File: src/rtl/fifo_wr_ctrl.sv
// Write-side controller of a dual-clock FIFO: accepts words, drives the memory write port,
// keeps the Gray write pointer and derives full/almost_full/occupancy from the synchronised read pointer.
module fifo_wr_ctrl #(
   parameter int DATA_WIDTH = 16,
   parameter int PTR_WIDTH  = 8,
   parameter int AF_GAP     = 4
) (
   input  logic                  wr_clk,
   input  logic                  wr_rst_n,
   input  logic                  wr_valid,
   input  logic [DATA_WIDTH-1:0] wr_din,
   output logic                  wr_ready,
   input  logic [PTR_WIDTH:0]    rd_ptr_gray,
   output logic                  mem_wr_en,
   output logic [PTR_WIDTH-1:0]  mem_wr_addr,
   output logic [DATA_WIDTH-1:0] mem_wr_data,
   output logic [PTR_WIDTH:0]    wr_ptr_gray,
   output logic                  full,
   output logic                  almost_full,
   output logic [PTR_WIDTH:0]    wr_count,
   output logic                  overflow,
   input  logic                  ovf_clr
);

   localparam int PW = PTR_WIDTH + 1;
   localparam int unsigned DEPTH = 1 << PTR_WIDTH;
   localparam logic [PTR_WIDTH:0] AF_LEVEL = PW'(DEPTH - AF_GAP);

   logic              accept;
   logic [PTR_WIDTH:0] wr_bin;
   logic [PTR_WIDTH:0] wr_bin_next;
   logic [PTR_WIDTH:0] wr_gray_next;
   logic [PTR_WIDTH:0] rq1;
   logic [PTR_WIDTH:0] rq2;
   logic [PTR_WIDTH:0] rd_bin_sync;
   logic [PTR_WIDTH:0] occ_next;
   logic [PTR_WIDTH:0] full_pattern;

   assign accept       = wr_valid & ~full;
   assign wr_ready     = ~full;
   assign mem_wr_en    = accept;
   assign mem_wr_addr  = wr_bin[PTR_WIDTH-1:0];
   assign mem_wr_data  = wr_din;

   assign wr_bin_next  = wr_bin + PW'(accept);
   assign wr_gray_next = wr_bin_next ^ (wr_bin_next >> 1);

   // Full when the next write pointer equals the read pointer with its two Gray MSBs inverted.
   assign full_pattern = rq2 ^ {2'b11, {(PTR_WIDTH-1){1'b0}}};

   always_comb begin
      rd_bin_sync = '0;
      for (int unsigned i = 0; i <= PTR_WIDTH; i++) begin
         rd_bin_sync[i] = ^(rq2 >> i);
      end
   end

   assign occ_next = wr_bin_next - rd_bin_sync;

   always_ff @(posedge wr_clk or negedge wr_rst_n) begin
      if (!wr_rst_n) begin
         rq1 <= '0;
         rq2 <= '0;
      end else begin
         rq1 <= rd_ptr_gray;
         rq2 <= rq1;
      end
   end

   always_ff @(posedge wr_clk or negedge wr_rst_n) begin
      if (!wr_rst_n) begin
         wr_bin      <= '0;
         wr_ptr_gray <= '0;
         full        <= 1'b0;
         almost_full <= 1'b0;
         wr_count    <= '0;
      end else begin
         wr_bin      <= wr_bin_next;
         wr_ptr_gray <= wr_gray_next;
         full        <= (wr_gray_next == full_pattern);
         almost_full <= (occ_next >= AF_LEVEL);
         wr_count    <= occ_next;
      end
   end

   // Set takes priority over clear when both happen on the same edge.
   always_ff @(posedge wr_clk or negedge wr_rst_n) begin
      if (!wr_rst_n) begin
         overflow <= 1'b0;
      end else if (wr_valid && full) begin
         overflow <= 1'b1;
      end else if (ovf_clr) begin
         overflow <= 1'b0;
      end
   end

endmodule
File: config.mk
export PLATFORM = sky130hd
export DESIGN_NAME = fifo_wr_ctrl
export DESIGN_NICKNAME = d
export VERILOG_FILES = /design/src/rtl/fifo_wr_ctrl.sv
export SDC_FILE = /design/constraint.sdc
export NUM_CORES = 1
export LEC_CHECK = 0
export ABC_AREA = 1
export CORE_MARGIN = 8
export CORE_UTILIZATION = 36
export CTS_BUF_LIST = sky130_fd_sc_hd__clkbuf_8
export DETAILED_ROUTE_END_ITERATION = 6
export DONT_BUFFER_PORTS = 1
export MAX_ROUTING_LAYER = met4
export PLACE_DENSITY = 0.46
export RECOVER_POWER = 50
export SLEW_MARGIN = 10
export SYNTH_ARGS = -nofsm -noshare
export SYNTH_HDL_FRONTEND = slang
export SYNTH_SLANG_ARGS = --single-unit
File: constraint.sdc
create_clock -name wr_clk -period 2.59 [get_ports wr_clk]
set_input_delay 0.518 -clock wr_clk [delete_from_list [all_inputs] [get_ports wr_clk]]
set_output_delay 0.518 -clock wr_clk [all_outputs]
set_load 0.1 [all_outputs]
# Word level (Yosys, flattened, before mapping)
# Cells that the tools add are included.
# W data, S select, Z words.
op_classes:
  addsub: 2
  n_lt_le_gt_ge: 1
  n_eq_ne: 1
  mux: 2
  bitwise: 4
  n_reduce_logical: 11
op_table:
  columns: ["cell", "n"]
  rows:
  - ["$reduce_xor A9 Y1", 9]
  - ["$add A9 B1 Y9", 1]
  - ["$eq A9 B9 Y1", 1]
  - ["$ge A9 B8 Y1 const B", 1]
  - ["$sub A9 B9 Y9", 1]
  - ["$xor A9 B8 Y9", 1]
  - ["$mux W1", 2]
  - ["$not A2 Y2", 1]
  - ["$reduce_bool A2 Y1", 1]
  - ["$and A1 B1 Y1", 1]
  - ["$logic_and A1 B1 Y1", 1]
  - ["$not A1 Y1", 1]
totals:
  ff_bits: 48
  inputBits: 29
  word_cells: 29

# Longest topological paths before layout
# Gate-level depths: netlist of the first run.
depth:
  ltp_word: 5
  mapped_depth: 21
  mapped_depth_nobuf: 21

# Worst setup path after synthesis of the first run
# Ideal clock, no wire load.
synth_path:
  path_type: "reg-to-reg"
  from: "register full"
  to: "register almost_full"
  setup_time_ps: 117
  arrival_time_ps: 4224
  required_time_ps: 2473
  slack_ps: -1751
  stages_incl_launch_ff: 18
  cell_sequence: "dfrtp_1 > nor2_1 > ha_1 > ha_1 > nand3_1 > inv_1 > nand3_1 > nand2_1 > nand2_1 > inv_1 > ha_1 > a21oi_1 > a21boi_1 > nand2_1 > nand2_1 > nand2_2 > nand3_1 > nand2_1"
synth_via:
  elab_chain_len: 5
synth_lines:
  columns: ["element", "line_no", "source"]
  rows:
  - ["start: declaration", "18", "output logic full,"]
  - ["start signal: assignment", "80", "full <= (wr_gray_next == full_pattern);"]
  - ["$not A1 Y1", "39", "assign accept = wr_valid & ~full;"]
  - ["$and A1 B1 Y1", "39", null]
  - ["net mem_wr_en", "14", "output logic mem_wr_en,"]
  - ["$add A9 B1 Y9", "45", "assign wr_bin_next = wr_bin + PW'(accept);"]
  - ["net wr_bin_next[6]", "31", "logic [PTR_WIDTH:0] wr_bin_next;"]
  - ["$sub A9 B9 Y9", "58", "assign occ_next = wr_bin_next - rd_bin_sync;"]
  - ["net occ_next[7]", "36", "logic [PTR_WIDTH:0] occ_next;"]
  - ["$ge A9 B8 Y1", "81", "almost_full <= (occ_next >= AF_LEVEL);"]
  - ["end signal: assignment", "81", null]
  - ["end: declaration", "19", "output logic almost_full,"]
# The timed path passes the listed nets, and every way through them passes these cells.
# A chain may end at the register's enable or synchronous reset.

# Worst setup path after layout of the first run
layout_path:
  from: "register rq2[7]"
  to: "register almost_full"
layout_via:
  elab_chain_len: 3
  elab_cells_between_ends: 10
layout_lines:
  columns: ["element", "line_no", "source"]
  rows:
  - ["start: declaration", "34", "logic [PTR_WIDTH:0] rq2;"]
  - ["start signal: assignment", "66", "rq2 <= rq1;"]
  - ["$reduce_xor A9 Y1", "54", "rd_bin_sync[i] = ^(rq2 >> i);"]
  - ["$sub A9 B9 Y9 *", "58", null]
  - ["net occ_next[6]", "36", null]
  - ["$ge A9 B8 Y1 *", "81", null]
# The timed path passes the listed nets; every way through them passes the cells marked *.

==> results of run 1 <==
-- cell usage in the layout (no fill, tap or decap), types with 3 or more instances in the layout --
cell and n:
xor2_2 5, nand2_4 12, ha_1 4, nand3_4 3
xor2_1 12, nand3_1 21, buf_4 37, or2_1 3
dfrtp_1 43, nor2_1 7, nand2_1 45, nand4_1 3
ha_4 6, dfrtp_2 3, clkbuf_8 5, nand2_2 29
a21oi_2 3, inv_2 15, inv_1 32, nand3_2 4
xnor2_1 4
-- cell families (layout without fill, tap and decap cells) --
kind of cell,Yosys count,count (layout),share of synthesized area
adder cells (fa/ha/maj),12,12,0.05882
AO/OA/AOI/OAI,12,12,0.02661
XOR/XNOR,22,22,0.08730
flip-flops,47,47,0.4388
AND/OR/NAND/NOR,133,133,0.2778
buffers and inverters,63,93,0.1106
-- through the flow --
stage / worst slack (ps) / TNS [ps] / instances / cell area [um2] / util
global route: -60.00 / -101.1 / 418 / 3247 / 0.4501
floorplan: -388.4 / -1670 / 289 / 2798 / -
finish: 113.1 / 0 / 418 / 3247 / 0.4501
CTS: 9.011 / 0 / 411 / 3161 / 0.4381
detailed placement: -89.34 / -163.8 / 399 / 3004 / 0.4164
global placement: -113.5 / -209.2 / 399 / 3004 / 0.4164
-- what timing repair did --
action / in CTS / in global routing
hold buffers: 1 / 0
endpoints found under the hold margin: 47 / 0
setup endpoints to repair: 2 / 2
buffers inserted: 3 / 7
pin swaps: 2 / 14
resized for setup: 3 / 17
-- how the worst min path moves through the flow --
stage | to | slack [ps] | cells past startpoint
after CTS | wr_ptr_gray[7] | 50 | 1
after floorplan | almost_full | 220 | 0
after global placement | wr_ptr_gray[7] | 220 | 0
after detailed placement | wr_ptr_gray[7] | 220 | 0
final | rq1[7] | 220 | 0
after global routing | rq1[1] | 200 | 0
-- area by class of cell --
| class | instances | area, um2 | area share |
|---|---|---|---|
| well taps | 99 | 123.9 | 0.03815 |
| flip-flops and latches | 47 | 1184 | 0.3645 |
| multi-input cells | 179 | 1384 | 0.4262 |
| clock buffers | 5 | 68.82 | 0.02119 |
| inverters | 47 | 176.4 | 0.05434 |
| clock inverters | 3 | 27.53 | 0.008478 |
| repair buffers | 38 | 282.8 | 0.08709 |
-- metal layers --
layer	vias to the layer above	part of all wire
li1	924	-
met1	867	0.48
met2	42	0.46
met3	17	0.050
met4	0	0.011
met5	-	0
-- registers in the layout (all words and copies together) (netlist names) --
register and cells:
rq1 9, rq2 9, wr_bin 9, wr_count 9, wr_ptr_gray 8, almost_full 1
full 1, overflow 1
-- worst reg2reg max path, cell delays in order, from the launching register on --
cell	delay, ps
dfrtp_2	460
inv_2	90
nand2_4	60
nand2_4	60
nand2_2	50
nand2_2	80
nand2_2	80
nand2_4	80
xor2_2	160
inv_2	60
ha_4	160
fa_2	370
inv_2	70
nand2_2	50
nand2_2	80
nand3_2	80
buf_4	140
nand3_2	50
nand2_2	60
nand3_1	70
nand2_1	50
==> results.cfg, run 1 <==
[setup_path]
critPathMaxStageDelay_ps = 460
cp_top_family = simple AND/OR/NAND/NOR gates
cp_common_cell = nand2_2
r2r-start = rq2[7]
rrSetupSlack_ps = 110
crit_slowest_cell = dfrtp_2
endpoint = almost_full
crit_fanout = 5
path_cells = inv_2 -> nand2_4 -> nand2_4 -> nand2_2 -> nand2_2 -> nand2_2 -> nand2_4 -> xor2_2 -> inv_2 -> ha_4 -> fa_2 -> inv_2 -> nand2_2 -> nand2_2 -> nand3_2 -> buf_4 -> nand3_2 -> nand2_2 -> nand3_1 -> nand2_1
crit_arrival_ps = 2690
r2r-end = almost_full
setup.worst_path.start = rq2[7]
cp.required_ps = 2800
path_class = reg -> reg
cp-start-kind = flop
crit_cells = 20
r2r_cells = 20
cp-end-kind = flop
path_buf_inv = 4

[die]
core-area_mm2 = 0.007214
initial_core_util = 0.3715
ios = 76
die_y_um = 102.3
die_x_um = 102.3
die_area_mm2 = 0.01046
rows = 31

[logic_synthesis]
yosys.area.top_type_share = 0.4388
yosys.area.top_type = dfrtp_1
synth_area_mm2 = 0.002680
synth_cell_types = 32
async_flop_share = 1.000
synth_edf_count = 0
yosysWarnings = 0
synth_most_common_cell = nand2_1
ys_ff_latch = 47
netlist_instances = 289
yosysSeqAreaShare = 0.4388
synth_ff_type = dfrtp_1
syn-num-nets = 330
syn_area_per_cell_um2 = 9.274
ys_top_cells_by_count = 54 x nand2_1, 47 x dfrtp_1, 39 x inv_1
synth_area_leaders = dfrtp_1 44%, nand2_1 7.6%, inv_1 5.5%

[sta]
slew_violations = 0
timing.slew.headroom = 0.2143
setup_viol = 0
period_minus_slack_ps = 2477
worstMarginPinSlew_ps = 1178
holdWs_ps = 220.5
timing.fmax_mhz = 403.7
fin_skew_ps = 6.611
rsz0062_at_grt = yes
finalHoldViolCount = 0
finalCritPeriodShare = 0.9563

[final_layout]
area_growth_pct = 21.15
fillCellCount = 736
fin_nets = 359
drive_gt1_frac = 0.4263
antenna_cells = 0

[routing]
via_count = 1850
drtIter0Drc = 53
drc = 0
first_pass_iters = 4
detail_route.wl_per_cell_um = 13.74
wl_um = 5742
drtAntennaViolNets = 0
vias_per_cell = 4.426

[cts]
cts.sinks = 47
numCtsBuffers = 5
clock-root-buffer = clkbuf_8
clkTransAtPathRegs_ps = 100
htreeDepth = 2
clkLatencyLatePin_ps = 310
cts_tree = yes
cts_buffer_depth = 2

[global_route]
grt_pass1_vias = 1882
grt_util_met2 = 0.1879
met1_usage = 0.1543
grt_max_degree = 48
top_usage_layer = met2
grt_pass1_wl_um = 9459
grt_overflow_total = 0
gr-usage-met3 = 0.02657
grt.total_usage = 0.1200
antenna_found_initial = 0

[placed_design]
post-dp-hpwl_um = 4424
portBuffers = 0
gp_congestion = 0.8121

[min_path]
hp-start = rd_ptr_gray[7]
hp-class = in -> reg

[flow_run]
maxCapViolCount = 0

[run_status]
status = finished, final reports clean
Power of run 1 is not shown: default switching activity piles up to over one toggle a cycle in this logic, so the estimate is an artifact.
==> run 2, diff against run 1 <==
- CTS_BUF_LIST: sky130_fd_sc_hd__clkbuf_8 -> sky130_fd_sc_hd__clkbuf_4
==> run 2 against run 1 <==
  * Design area fell by 0.89%
  * Non-clock buffer count did not move
  * Clock-buffer cell count did not move
  * Routed wire length rose by 0.24%
  * First-iteration DRC count fell by 25%
  * Clock skew rose by 4.4 ps
  * Global-route usage barely moved
==> results.cfg, run 2 (synthesis results as in run 1) <==
[run_status]
status = finished, final reports clean

[flow_run]
maxCapViolCount = 0

[final_layout]
ff_latch_area_mm2 = 0.001184
utilization = 0.4461
multi_input_comb_area_mm2 = 0.001384
fin_nets = 359
fillCellCount = 733
drive_gt1_frac = 0.4232
layout_common_cells = 45 x nand2_1, 43 x dfrtp_1, 36 x buf_4, 32 x inv_1, 29 x nand2_2
area_growth_pct = 20.07
final_common_cell = nand2_1
antenna_cells = 0

[global_route]
grt_pass1_vias = 1898
grt_max_degree = 48
grt_pass1_wl_um = 9501
grt_overflow_total = 0
antenna_found_initial = 0
grt.total_usage = 0.1205

[cts]
numCtsBuffers = 5
clock-root-buffer = clkbuf_4
cts.sinks = 47
cts_tree = yes
htreeDepth = 2
clkTransAtPathRegs_ps = 170
cts_buffer_depth = 2
clkLatencyLatePin_ps = 370

[setup_path]
cp.required_ps = 2870
cp-start-kind = flop
cp-end-kind = flop
crit_arrival_ps = 2770
cp_common_cell = nand2_2
path_cells = inv_2 -> nand2_4 -> nand2_4 -> nand2_2 -> nand2_2 -> nand2_2 -> nand2_4 -> xor2_2 -> inv_2 -> ha_4 -> fa_2 -> inv_2 -> nand2_2 -> nand2_2 -> nand3_2 -> buf_4 -> nand3_2 -> nand2_2 -> nand3_1 -> nand2_1
cp_top_family = simple AND/OR/NAND/NOR gates
crit_fanout = 4
path_buf_inv = 4
path_class = reg -> reg
critPathMaxStageDelay_ps = 490
crit_slowest_cell = dfrtp_2

[routing]
first_pass_iters = 4
drtAntennaViolNets = 0
drc = 0
via_count = 1851
detail_route.wl_per_cell_um = 13.77
drtIter0Drc = 40
vias_per_cell = 4.428
wl_um = 5756

[sta]
setup_viol = 0
holdWs_ps = 144.8
timing.slew.headroom = 0.2134
finalCritPeriodShare = 0.9606
timing.fmax_mhz = 402.0
finalHoldViolCount = 0
rsz0062_at_grt = yes
slew_violations = 0
period_minus_slack_ps = 2488
fin_skew_ps = 11.05
fin_ws_ps = 102.2
worstMarginPinSlew_ps = 1180

[die]
die_y_um = 102.3
rows = 31
initial_core_util = 0.3715
die_area_mm2 = 0.01046
core-area_mm2 = 0.007214
die_x_um = 102.3
ios = 76

[placed_design]
gp_congestion = 0.8121
dp_slack_ps = -89.34
post-dp-hpwl_um = 4424
portBuffers = 0

[min_path]
hp-class = in -> reg
## run 2: cell count changes in the layout (fill, tap and decap cells not counted), sizes merged
cell,change
buf,-1
dlygate4sd3,+1
## run 2: metrics by stage
step	instance area, um2	std cells	TNS [ps]
after global routing	3218	418	-123.4
after floorplan	2798	289	-1670
after global placement	3004	399	-209.2
final	3218	418	0
after detailed placement	3004	399	-163.8
after CTS	3139	412	0
## run 2: timing repair
item / 4_1_cts / 5_1_grt
hold endpoints to repair: 47 / 0
setup buffers: 3 / 6
hold buffers: 2 / 0
endpoints found under the setup margin: 2 / 3
pin swaps: 2 / 14
gates resized for setup: 3 / 17
## run 2: area by class of cell
class,instances,area share
sequential,47,0.3678
multi-input combinational,179,0.4300
tap,99,0.03849
clock buffer,5,0.01166
timing repair buffer,38,0.08865
inverter,47,0.05482
clock inverter,3,0.008554
## run 2: final timing paths
check	start	to	slack (ps)	depth (start not counted)
min in group asynchronous	wr_rst_n	wr_ptr_gray[6]	910	2
setup reg to reg	rq2[8]	almost_full	100	20
hold / removal	rd_ptr_gray[7]	rq1[7]	140	0
setup / recovery	rq2[8]	almost_full	100	20
hold reg to reg	rq1[2]	rq2[2]	370	0
max in group asynchronous	wr_rst_n	full	840	2
## run 2: metal layers
| layer | up-vias | global-route usage | part of all wire |
|---|---|---|---|
| met3 | 14 | 0.02452 | 0.052 |
| met1 | 866 | 0.1543 | 0.48 |
| li1 | 924 | - | - |
| met4 | 0 | 0.03047 | 0.0076 |
| met2 | 47 | 0.1894 | 0.46 |
| met5 | - | - | 0 |
Power of run 2 is left out for the same reason.
